==> src/rtl/pulse_sched.sv <==
// pulse_sched: round-robin scheduler sharing one registered pulse line among N_REQ requesters
module pulse_sched #(
    parameter int N_REQ     = 4,
    parameter int MAX_WIDTH = 255,
    parameter int GAP       = 2,
    localparam int WW = $clog2(MAX_WIDTH + 1),
    localparam int SW = $clog2(N_REQ),
    localparam int GW = $clog2(GAP + 1)
) (
    input  logic                clk,
    input  logic                i_reset_n,
    input  logic [N_REQ-1:0]    i_req,
    input  logic [N_REQ*WW-1:0] i_width,
    output logic                o_pulse,
    output logic [SW-1:0]       o_sel,
    output logic [N_REQ-1:0]    o_ack,
    output logic                o_busy
);
    typedef enum logic [1:0] {S_IDLE, S_PULSE, S_GAP} state_t;
    state_t           state_q, state_d;
    logic [WW-1:0]    cnt_q, cnt_d;
    logic [GW-1:0]    gap_q, gap_d;
    logic [SW-1:0]    last_q, last_d;
    logic [SW-1:0]    sel_q, sel_d;
    logic             pulse_q, pulse_d;
    logic             busy_q, busy_d;
    logic [N_REQ-1:0] ack_q, ack_d;
    logic             found;
    logic [SW-1:0]    pick, idx;
    logic [WW-1:0]    width;
    always_comb begin
        found = 1'b0;
        pick  = last_q;
        idx   = '0;
        for (int i = 1; i <= N_REQ; i++) begin
            idx = SW'((int'(last_q) + i) % N_REQ);
            if (!found && i_req[idx]) begin
                found = 1'b1;
                pick  = idx;
            end
        end
    end
    assign width = i_width[pick*WW +: WW];
    // outputs lag the state by one cycle so every port comes straight from a flop
    always_comb begin
        state_d = state_q;
        cnt_d   = cnt_q;
        gap_d   = gap_q;
        last_d  = last_q;
        sel_d   = sel_q;
        case (state_q)
            S_IDLE: if (found) begin
                state_d = S_PULSE;
                sel_d   = pick;
                cnt_d   = (width == '0) ? WW'(1) : width;
            end
            S_PULSE: begin
                cnt_d = cnt_q - WW'(1);
                if (cnt_q == WW'(1)) begin
                    state_d = S_GAP;
                    gap_d   = GW'(GAP);
                end
            end
            S_GAP: begin
                gap_d = gap_q - GW'(1);
                if (gap_q == GW'(1)) begin
                    state_d = S_IDLE;
                    last_d  = sel_q;
                end
            end
            default: state_d = S_IDLE;
        endcase
        pulse_d = state_q == S_PULSE;
        busy_d  = state_q != S_IDLE;
        ack_d   = (state_q == S_GAP && gap_q == GW'(GAP)) ? N_REQ'(1) << sel_q : '0;
    end
    always_ff @(posedge clk or negedge i_reset_n) begin
        if (!i_reset_n) begin
            state_q <= S_IDLE;
            cnt_q   <= '0;
            gap_q   <= '0;
            last_q  <= SW'(N_REQ - 1);
            sel_q   <= '0;
            pulse_q <= 1'b0;
            busy_q  <= 1'b0;
            ack_q   <= '0;
        end else begin
            state_q <= state_d;
            cnt_q   <= cnt_d;
            gap_q   <= gap_d;
            last_q  <= last_d;
            sel_q   <= sel_d;
            pulse_q <= pulse_d;
            busy_q  <= busy_d;
            ack_q   <= ack_d;
        end
    end
    assign o_pulse = pulse_q;
    assign o_sel   = sel_q;
    assign o_ack   = ack_q;
    assign o_busy  = busy_q;
endmodule

==> config.mk <==
export PLATFORM = sky130hd
export DESIGN_NAME = pulse_sched
export DESIGN_NICKNAME = d
export VERILOG_FILES = /design/src/rtl/pulse_sched.sv
export SDC_FILE = /design/constraint.sdc
export NUM_CORES = 1
export LEC_CHECK = 0
export CELL_PAD_IN_SITES_DETAIL_PLACEMENT = 1
export CELL_PAD_IN_SITES_GLOBAL_PLACEMENT = 2
export CORE_AREA = 2 2 76 78
export CTS_CLUSTER_DIAMETER = 80
export CTS_CLUSTER_SIZE = 10
export DETAILED_ROUTE_END_ITERATION = 12
export DIE_AREA = 0 0 78 80
export PLACE_DENSITY = 0.74
export SLEW_MARGIN = 20
export SYNTH_ARGS = -nofsm -noshare
export SYNTH_HDL_FRONTEND = slang
export SYNTH_SLANG_ARGS = --single-unit
==> constraint.sdc <==
create_clock -name clk -period 2.7 [get_ports clk]
set_input_delay 0.405 -clock clk [delete_from_list [all_inputs] [get_ports clk]]
set_output_delay 0.405 -clock clk [all_outputs]
set_load 0.02 [all_outputs]
==> out/qor_table.md, run 1 <==
| Parameter | Reported | Unit |
|:---|:---|:---|
| Final non-filler cell total | 267 | - |
| Die Y | 80 | µm |
| Routed vias/inst | 4.85 | - |
| Clock input transition at the sequential cells of the worst setup and hold paths | 0.08 | ns |
| Share of async-settable or async-resettable flops after synthesis | 1.00 | - |
| Multiplexer area fraction after synthesis | 0.186 | - |
| Routability congestion estimate | 0.837 | - |
| Instance count after placement with tap cells included | 263 | - |
| Count leader, synth | sky130_fd_sc_hd__dfrtp_1 | - |
| Die area | 6240 | µm² |
| Largest cells by area after synthesis | sky130_fd_sc_hd__dfrtp_1 (34%), sky130_fd_sc_hd__mux2i_1 (10%), sky130_fd_sc_hd__mux2_2 (8.4%) | - |
| Row Count | 27 | - |
| Total area of sequential cells | 553 | µm² |
| Max Freq | 474 | MHz |
| Number of buffers inserted for hold repair after clock tree synthesis | 0 | - |
| Total via count in the routed design | 1,295 | - |
| Vias in the first global route | 1,420 | - |
| Data arrival time at the worst-slack endpoint | 2.29 | ns |
| FILL cells | 644 | - |
| Internal power component | 0.000800 | W |
| Buffer depth of the longest clock path | 2 | - |
| Prevailing post-synth register cell | sky130_fd_sc_hd__dfrtp_1 | - |
| Relative slew slack | 0.716 | - |
| Clock buffer count from CTS | 3 | - |
| Number of nets in the layout | 238 | - |
| Result of the run | completed | - |
| Floorplan die width | 78 | µm |
| CTS H-Tree Depth | 1 | - |
| Critical path peak fanout | 19 | - |
| Remaining antenna violation count after routing | 0 | - |
| Power density over cell area | 614 | nW/µm² |
| Cell class contributing the biggest share of worst-path delay | compound AO/OA/AOI/OAI gates | - |
| Clock period minus final worst setup slack | 2.11 | ns |
| Post-synthesis average cell area | 9.90 | µm² |
| Worst hold slack across all endpoints | 0.486 | ns |
| Sequential element share of the synthesized area | 0.375 | - |
| Largest voltage drop on the vdd net | 0.298 | mV |
| Leftover overflow at the end of global routing | 0 | - |
| TritonCTS clock tree | done | - |
| Overall track demand over capacity in global routing | 0.141 | - |
| Clock latency at the later pin of the worst-skew pair | 0.26 | ns |
| Maximum number of pins on one net before global-route repair | 23 | - |
| Worst hold-check path type | in2async | - |
| Count of final max-slew check failures | 0 | - |
| Combinational family with the most area after synthesis | multiplexers | - |
| Synthesized netlist net count | 191 | - |
| Initial antenna violation count | 0 | - |
| Count of input and output buffers | 45 | - |
| Yosys warnings | 0 | - |
| Post-cts resize count | 0 | - |
| Layout cells sized above 1 | 0.128 | - |
| Required arrival time at the worst endpoint | 2.88 | ns |
| Total routed wirelength | 4230 | µm |
| Antenna diode count | 0 | - |
| Top-level I/O count | 46 | - |
| Setup Buffers After CTS | 0 | - |
| Setup repair after global routing missed its margin | false | - |
| LEAKAGE | 0.829 | nW |
| Buffers plus inverters on the worst setup path | 1 | - |
| Worst-case clock skew | 0.00576 | ns |
| Adder-cell area share of the yosys netlist | 0.0339 | - |
| Hold Vio Cnt, Final | 0 | - |
| Distinct cells, synth | 44 | - |
| Pre-antenna DRT Iters | 3 | - |
| Synthesized-area fraction occupied by and/or/nand/nor cells | 0.173 | - |
| Post-synth EDFFs | 0 | - |
| Clk root buf | sky130_fd_sc_hd__clkbuf_8 | - |
| Final Instance Area | 2040 | µm² |
| Post-route DRC | 0 | - |
| Number of DRC markers after the initial detailed-route iteration | 38 | - |
| Switching component of the power | 0.000455 | W |
| Overall Power | 0.00125 | W |
| Setup tns final | 0 | ns |
| Wire length of the first global-routing pass | 6990 | µm |
| Switching portion of total power | 0.363 | - |
| Crit start category | input port | - |
| Ordered cell list for the critical path | clkdlybuf4s50_1 > or2_0 > a21o_1 > and2_4 > o41ai_2 > o221ai_1 > a41oi_2 | - |
| Max-capacitance violation count | 0 | - |
| Critical Path End Type | register | - |
| Worst Path Class, Setup | in2reg | - |
| Routed length per instance | 15.9 | µm |
| Netlist area before placement | 1480 | µm² |
| Cells after Synth | 149 | - |
| Combined area of the multi-input logic cells | 847 | µm² |
| Flop and latch count out of synthesis | 22 | - |
| Transition time at the pin with the least slew margin | 0.420 | ns |
| Final count of negative-setup-slack endpoints | 0 | - |
| Share of total power in combinational logic | 0.417 | - |
| Cell types with the highest counts after synthesis | sky130_fd_sc_hd__dfrtp_1 (20), sky130_fd_sc_hd__mux2i_1 (15), sky130_fd_sc_hd__nand2_1 (14) | - |
| Period Utilization, post-route | 0.781 | - |
| Placement Cell Area | 2000 | µm² |
| Proportion of netlist area held by the largest area contributor | 0.339 | - |
| Initial Util | 0.273 | - |
| Clock net sink count | 22 | - |
| Critical Path Max Stage Delay | 0.44 | ns |
| XOR/XNOR share of the synthesized area | 0.0237 | - |
| Part of the power in registers | 0.418 | - |
| Total core area | 5410 | µm² |
| Highest-delay cell along the critical path | sky130_fd_sc_hd__clkdlybuf4s50_1 | - |
| Area delta synth->final | 38.4 | % |
| Clock Power Share | 0.165 | - |
| Post-synthesis compound-gate area fraction | 0.158 | - |
| Hpwl dp | 3420 | µm |
| Cell taking the most area after synthesis | sky130_fd_sc_hd__dfrtp_1 | - |
-- power by group through the flow --
stage          Sequential (W)  Combinational (W)  Clock (W)
3_3_place_gp         0.000527           0.000504          0
4_1_cts              0.000525           0.000531   0.000219
5_1_grt              0.000543           0.000597   0.000237
6_report             0.000525           0.000523   0.000207
3_5_place_dp         0.000530           0.000522          0
2_1_floorplan        0.000518           0.000330          0
-- stage by stage --
step,utilization,setup WS (ns)
floorplan,-,0.768
global placement,0.369,0.409
detailed placement,0.369,0.325
CTS,0.378,0.588
global route,0.378,0.485
finish,0.378,0.592
-- path summary, 6_finish.rpt --
| path | start | endpoint | slack [ns] | cells past startpoint |
|---|---|---|---|---|
| max reg2reg | state_q[1] | cnt_q[7] | 0.68 | 5 |
| max in group asynchronous | i_reset_n | last_q[0] | 1.92 | 2 |
| min | i_reset_n | cnt_q[3] | 0.49 | 2 |
| min in group clk | cnt_q[6] | cnt_q[6] | 0.54 | 2 |
| min reg2reg | cnt_q[6] | cnt_q[6] | 0.54 | 2 |
| max | i_req[3] | cnt_q[0] | 0.59 | 7 |
-- cells in the final DEF, fill, tap and decap left out, types with 4 or more instances in the layout --
cell type,synthesis,routed
sky130_fd_sc_hd__inv_1,9,9
sky130_fd_sc_hd__clkdlybuf4s50_1,0,45
sky130_fd_sc_hd__a21oi_1,4,4
sky130_fd_sc_hd__ha_1,4,4
sky130_fd_sc_hd__nor2_1,8,8
sky130_fd_sc_hd__o21ai_0,5,5
sky130_fd_sc_hd__o221ai_1,4,4
sky130_fd_sc_hd__nand2_1,14,14
sky130_fd_sc_hd__dfrtp_1,20,20
sky130_fd_sc_hd__mux2i_1,15,15
sky130_fd_sc_hd__mux2_2,11,11
-- registers in the layout, indices dropped and copies added, names as in the netlist --
| register | cells |
|---|---|
| last_q | 2 |
| cnt_q | 8 |
| o_ack | 4 |
| o_pulse | 1 |
| o_sel | 2 |
| o_busy | 1 |
| state_q | 2 |
| gap_q | 2 |
-- area by class of cell --
type | instances | share of cell area
multi-input combinational | 112 | 0.415
sequential | 22 | 0.271
timing repair buffer | 48 | 0.232
tap | 72 | 0.0441
clock buffer | 4 | 0.0221
inverter | 9 | 0.0165
-- cell families (layout without fill, tap and decap cells) --
| group | after synthesis | in the layout |
|---|---|---|
| AOI/OAI and AO/OA | 30 | 30 |
| xor gates and xnor gates | 4 | 4 |
| adders and majority gates | 4 | 4 |
| buffers and inverters | 15 | 61 |
| DFF | 22 | 22 |
| muxes | 26 | 26 |
| and+or+nand+nor | 48 | 48 |
-- worst reg2reg max path: stages (launching register included) --
cell	delay, ns
sky130_fd_sc_hd__dfrtp_1	0.47
sky130_fd_sc_hd__nand2b_1	0.27
sky130_fd_sc_hd__or4_1	0.51
sky130_fd_sc_hd__nor3_1	0.24
sky130_fd_sc_hd__mux2_2	0.37
sky130_fd_sc_hd__o31ai_1	0.07
-- routing by layer --
layer	GRT usage	wire (µm)	vias to the layer above
li1	-	-	633
met1	0.175	1860	642
met2	0.253	2240	16
met3	0.0204	102	4
met4	0.0421	40	0
met5	0	0	-
Note: power is estimated with default switching activity, not from simulation.
==> run 2: changes to the inputs <==
==> constraint.sdc (replaced) <==
create_clock -name clk -period 2.2 [get_ports clk]
set_input_delay 0.33 -clock clk [delete_from_list [all_inputs] [get_ports clk]]
set_output_delay 0.33 -clock clk [all_outputs]
set_load 0.02 [all_outputs]
==> run 2 against run 1 <==
Against the previous run:
- setup slack lost 0.39 ns
- core utilization grew 0.88 points
- sequential power grew 22%
- via count grew 1.2%
- clock power grew 36%
- first-iteration DRC count shrank 58%
- cell count grew 1.9%
- non-clock buffer count grew 5
- clock skew shrank 0.0023 ns
- wire length grew 0.24%
- largest power group is now combinational logic
- highest routed layer unchanged
==> out/qor_table.md, run 2 (synthesis gave the netlist of run 1 again) <==
| Parameter | Reported | Unit |
|:---|:---|:---|
| Period Utilization, post-route | 0.910 | - |
| Routability congestion estimate | 0.818 | - |
| Ordered cell list for the critical path | clkdlybuf4s50_1 > or2_0 > a21o_1 > and2_4 > o41ai_2 > o221ai_1 > a41oi_2 | - |
| Most flop-heavy register | cnt_q | - |
| Global-route track usage on met2 | 0.250 | - |
| Number of DRC markers after the initial detailed-route iteration | 16 | - |
| Clock latency at the later pin of the worst-skew pair | 0.26 | ns |
| Critical Path Max Stage Delay | 0.44 | ns |
| Overall track demand over capacity in global routing | 0.143 | - |
| Area delta synth->final | 41.6 | % |
| Power density over cell area | 756 | nW/µm² |
| Floorplan die width | 78 | µm |
| Final count of negative-setup-slack endpoints | 0 | - |
| Initial Util | 0.273 | - |
| Hpwl dp | 3560 | µm |
| Setup tns final | 0 | ns |
| Final Instance Area | 2090 | µm² |
| Clock buffer count from CTS | 3 | - |
| Initial antenna violation count | 0 | - |
| Clock input transition at the sequential cells of the worst setup and hold paths | 0.07 | ns |
| Clk root buf | sky130_fd_sc_hd__clkbuf_8 | - |
| Placement Cell Area | 2030 | µm² |
| Hold Vio Cnt, Final | 0 | - |
| Layout cells sized above 1 | 0.155 | - |
| Top library cells by usage in the layout, fill and taps aside | sky130_fd_sc_hd__clkdlybuf4s50_1 (45), sky130_fd_sc_hd__dfrtp_1 (20), sky130_fd_sc_hd__mux2i_1 (15), sky130_fd_sc_hd__nand2_1 (14), sky130_fd_sc_hd__mux2_2 (11) | - |
| Largest voltage drop on the vdd net | 0.426 | mV |
| Buffers plus inverters on the worst setup path | 1 | - |
| Met3 track demand over resource | 0.0204 | - |
| Critical Path End Type | register | - |
| Count of final max-slew check failures | 0 | - |
| Number of buffers inserted for hold repair after clock tree synthesis | 0 | - |
| Post-route DRC | 0 | - |
| Wire length of the first global-routing pass | 7070 | µm |
| Buffer depth of the longest clock path | 2 | - |
| Total area of sequential cells | 553 | µm² |
| Leftover overflow at the end of global routing | 0 | - |
| Commonest non-fill, non-tap cell in the layout | sky130_fd_sc_hd__clkdlybuf4s50_1 | - |
| Relative slew slack | 0.746 | - |
| Clock period minus final worst setup slack | 2.00 | ns |
| Setup repair after global routing missed its margin | false | - |
| Worst setup slack for register-to-register paths | 0.24 | ns |
| Highest-delay cell along the critical path | sky130_fd_sc_hd__clkdlybuf4s50_1 | - |
| Result of the run | completed | - |
| Routed length per instance | 15.6 | µm |
| Combined area of the multi-input logic cells | 847 | µm² |
| Worst-case clock skew | 0.00343 | ns |
| Antenna diode count | 0 | - |
| Worst hold-check path type | in2async | - |
| Die Y | 80 | µm |
| Data arrival time at the worst-slack endpoint | 2.18 | ns |
| TritonCTS clock tree | done | - |
| Count of input and output buffers | 45 | - |
| Top-level I/O count | 46 | - |
| Top Usage Layer GRT | met2 | - |
| Post-cts resize count | 0 | - |
| FILL cells | 622 | - |
| Cell class contributing the biggest share of worst-path delay | compound AO/OA/AOI/OAI gates | - |
| Clock net sink count | 22 | - |
| Setup Buffers After CTS | 0 | - |
| Routed vias/inst | 4.82 | - |
| Total routed wirelength | 4240 | µm |
| Met1 track demand over resource in global routing | 0.180 | - |
| Total core area | 5410 | µm² |
| LEAKAGE | 0.861 | nW |
| Remaining antenna violation count after routing | 0 | - |
| CTS H-Tree Depth | 1 | - |
| Number of flip-flops in the largest register | 8 | - |
| Worst Path Class, Setup | in2reg | - |
| Max Freq | 500 | MHz |
| Die area | 6240 | µm² |
| Max-capacitance violation count | 0 | - |
| Transition time at the pin with the least slew margin | 0.375 | ns |
| Total via count in the routed design | 1,310 | - |
| Maximum number of pins on one net before global-route repair | 23 | - |
| Required arrival time at the worst endpoint | 2.38 | ns |
| Vias in the first global route | 1,437 | - |
| Row Count | 27 | - |
| Crit start category | input port | - |
| Number of nets in the layout | 243 | - |
| Critical path peak fanout | 19 | - |
| Pre-antenna DRT Iters | 4 | - |
-- run 2: changes by cell type in the layout (fill, tap and decap cells not counted), sizes merged --
cell  before  now
buf        3    8
-- run 2: layout make-up --
class,instances,area share
inverter,9,0.0162
sequential,22,0.265
clock buffer,4,0.0263
multi-input combinational,112,0.405
timing repair buffer,53,0.244
tap,72,0.0431
-- run 2: per-layer routing --
metal  share of wire  vias up
met1            0.44      641
li1                -      647
met5               0        -
met3           0.027        6
met2            0.52       16
met4           0.016        0
-- run 2: path summary, 6_finish.rpt --
kind                            start        end  cells past startpoint
max                          i_req[3]   cnt_q[0]                      7
min in group clk             cnt_q[6]   cnt_q[6]                      2
max reg2reg                state_q[1]   cnt_q[7]                      5
max in group asynchronous   i_reset_n  last_q[0]                      2
min                         i_reset_n   cnt_q[2]                      2
min reg2reg                  cnt_q[6]   cnt_q[6]                      2
-- run 2: metrics by stage --
| step | instances | hold slack, ns | utilization | power, W | worst slack [ns] |
|---|---|---|---|---|---|
| floorplan | 149 | 0.0344 | - | 0.00104 | 0.268 |
| global placement | 268 | 0.492 | 0.376 | 0.00128 | 0.0482 |
| detailed placement | 268 | 0.513 | 0.376 | 0.00131 | -0.0589 |
| CTS | 272 | 0.415 | 0.387 | 0.00160 | 0.224 |
| global route | 272 | 0.431 | 0.387 | 0.00172 | 0.109 |
| finish | 272 | 0.411 | 0.387 | 0.00158 | 0.199 |
-- run 2: power by group --
part | switching (W) | internal [W]
clock | 0.000123 | 0.000159
combinational | 0.000313 | 0.000344
sequential | 0.000122 | 0.000520
total | 0.000557 | 0.00102
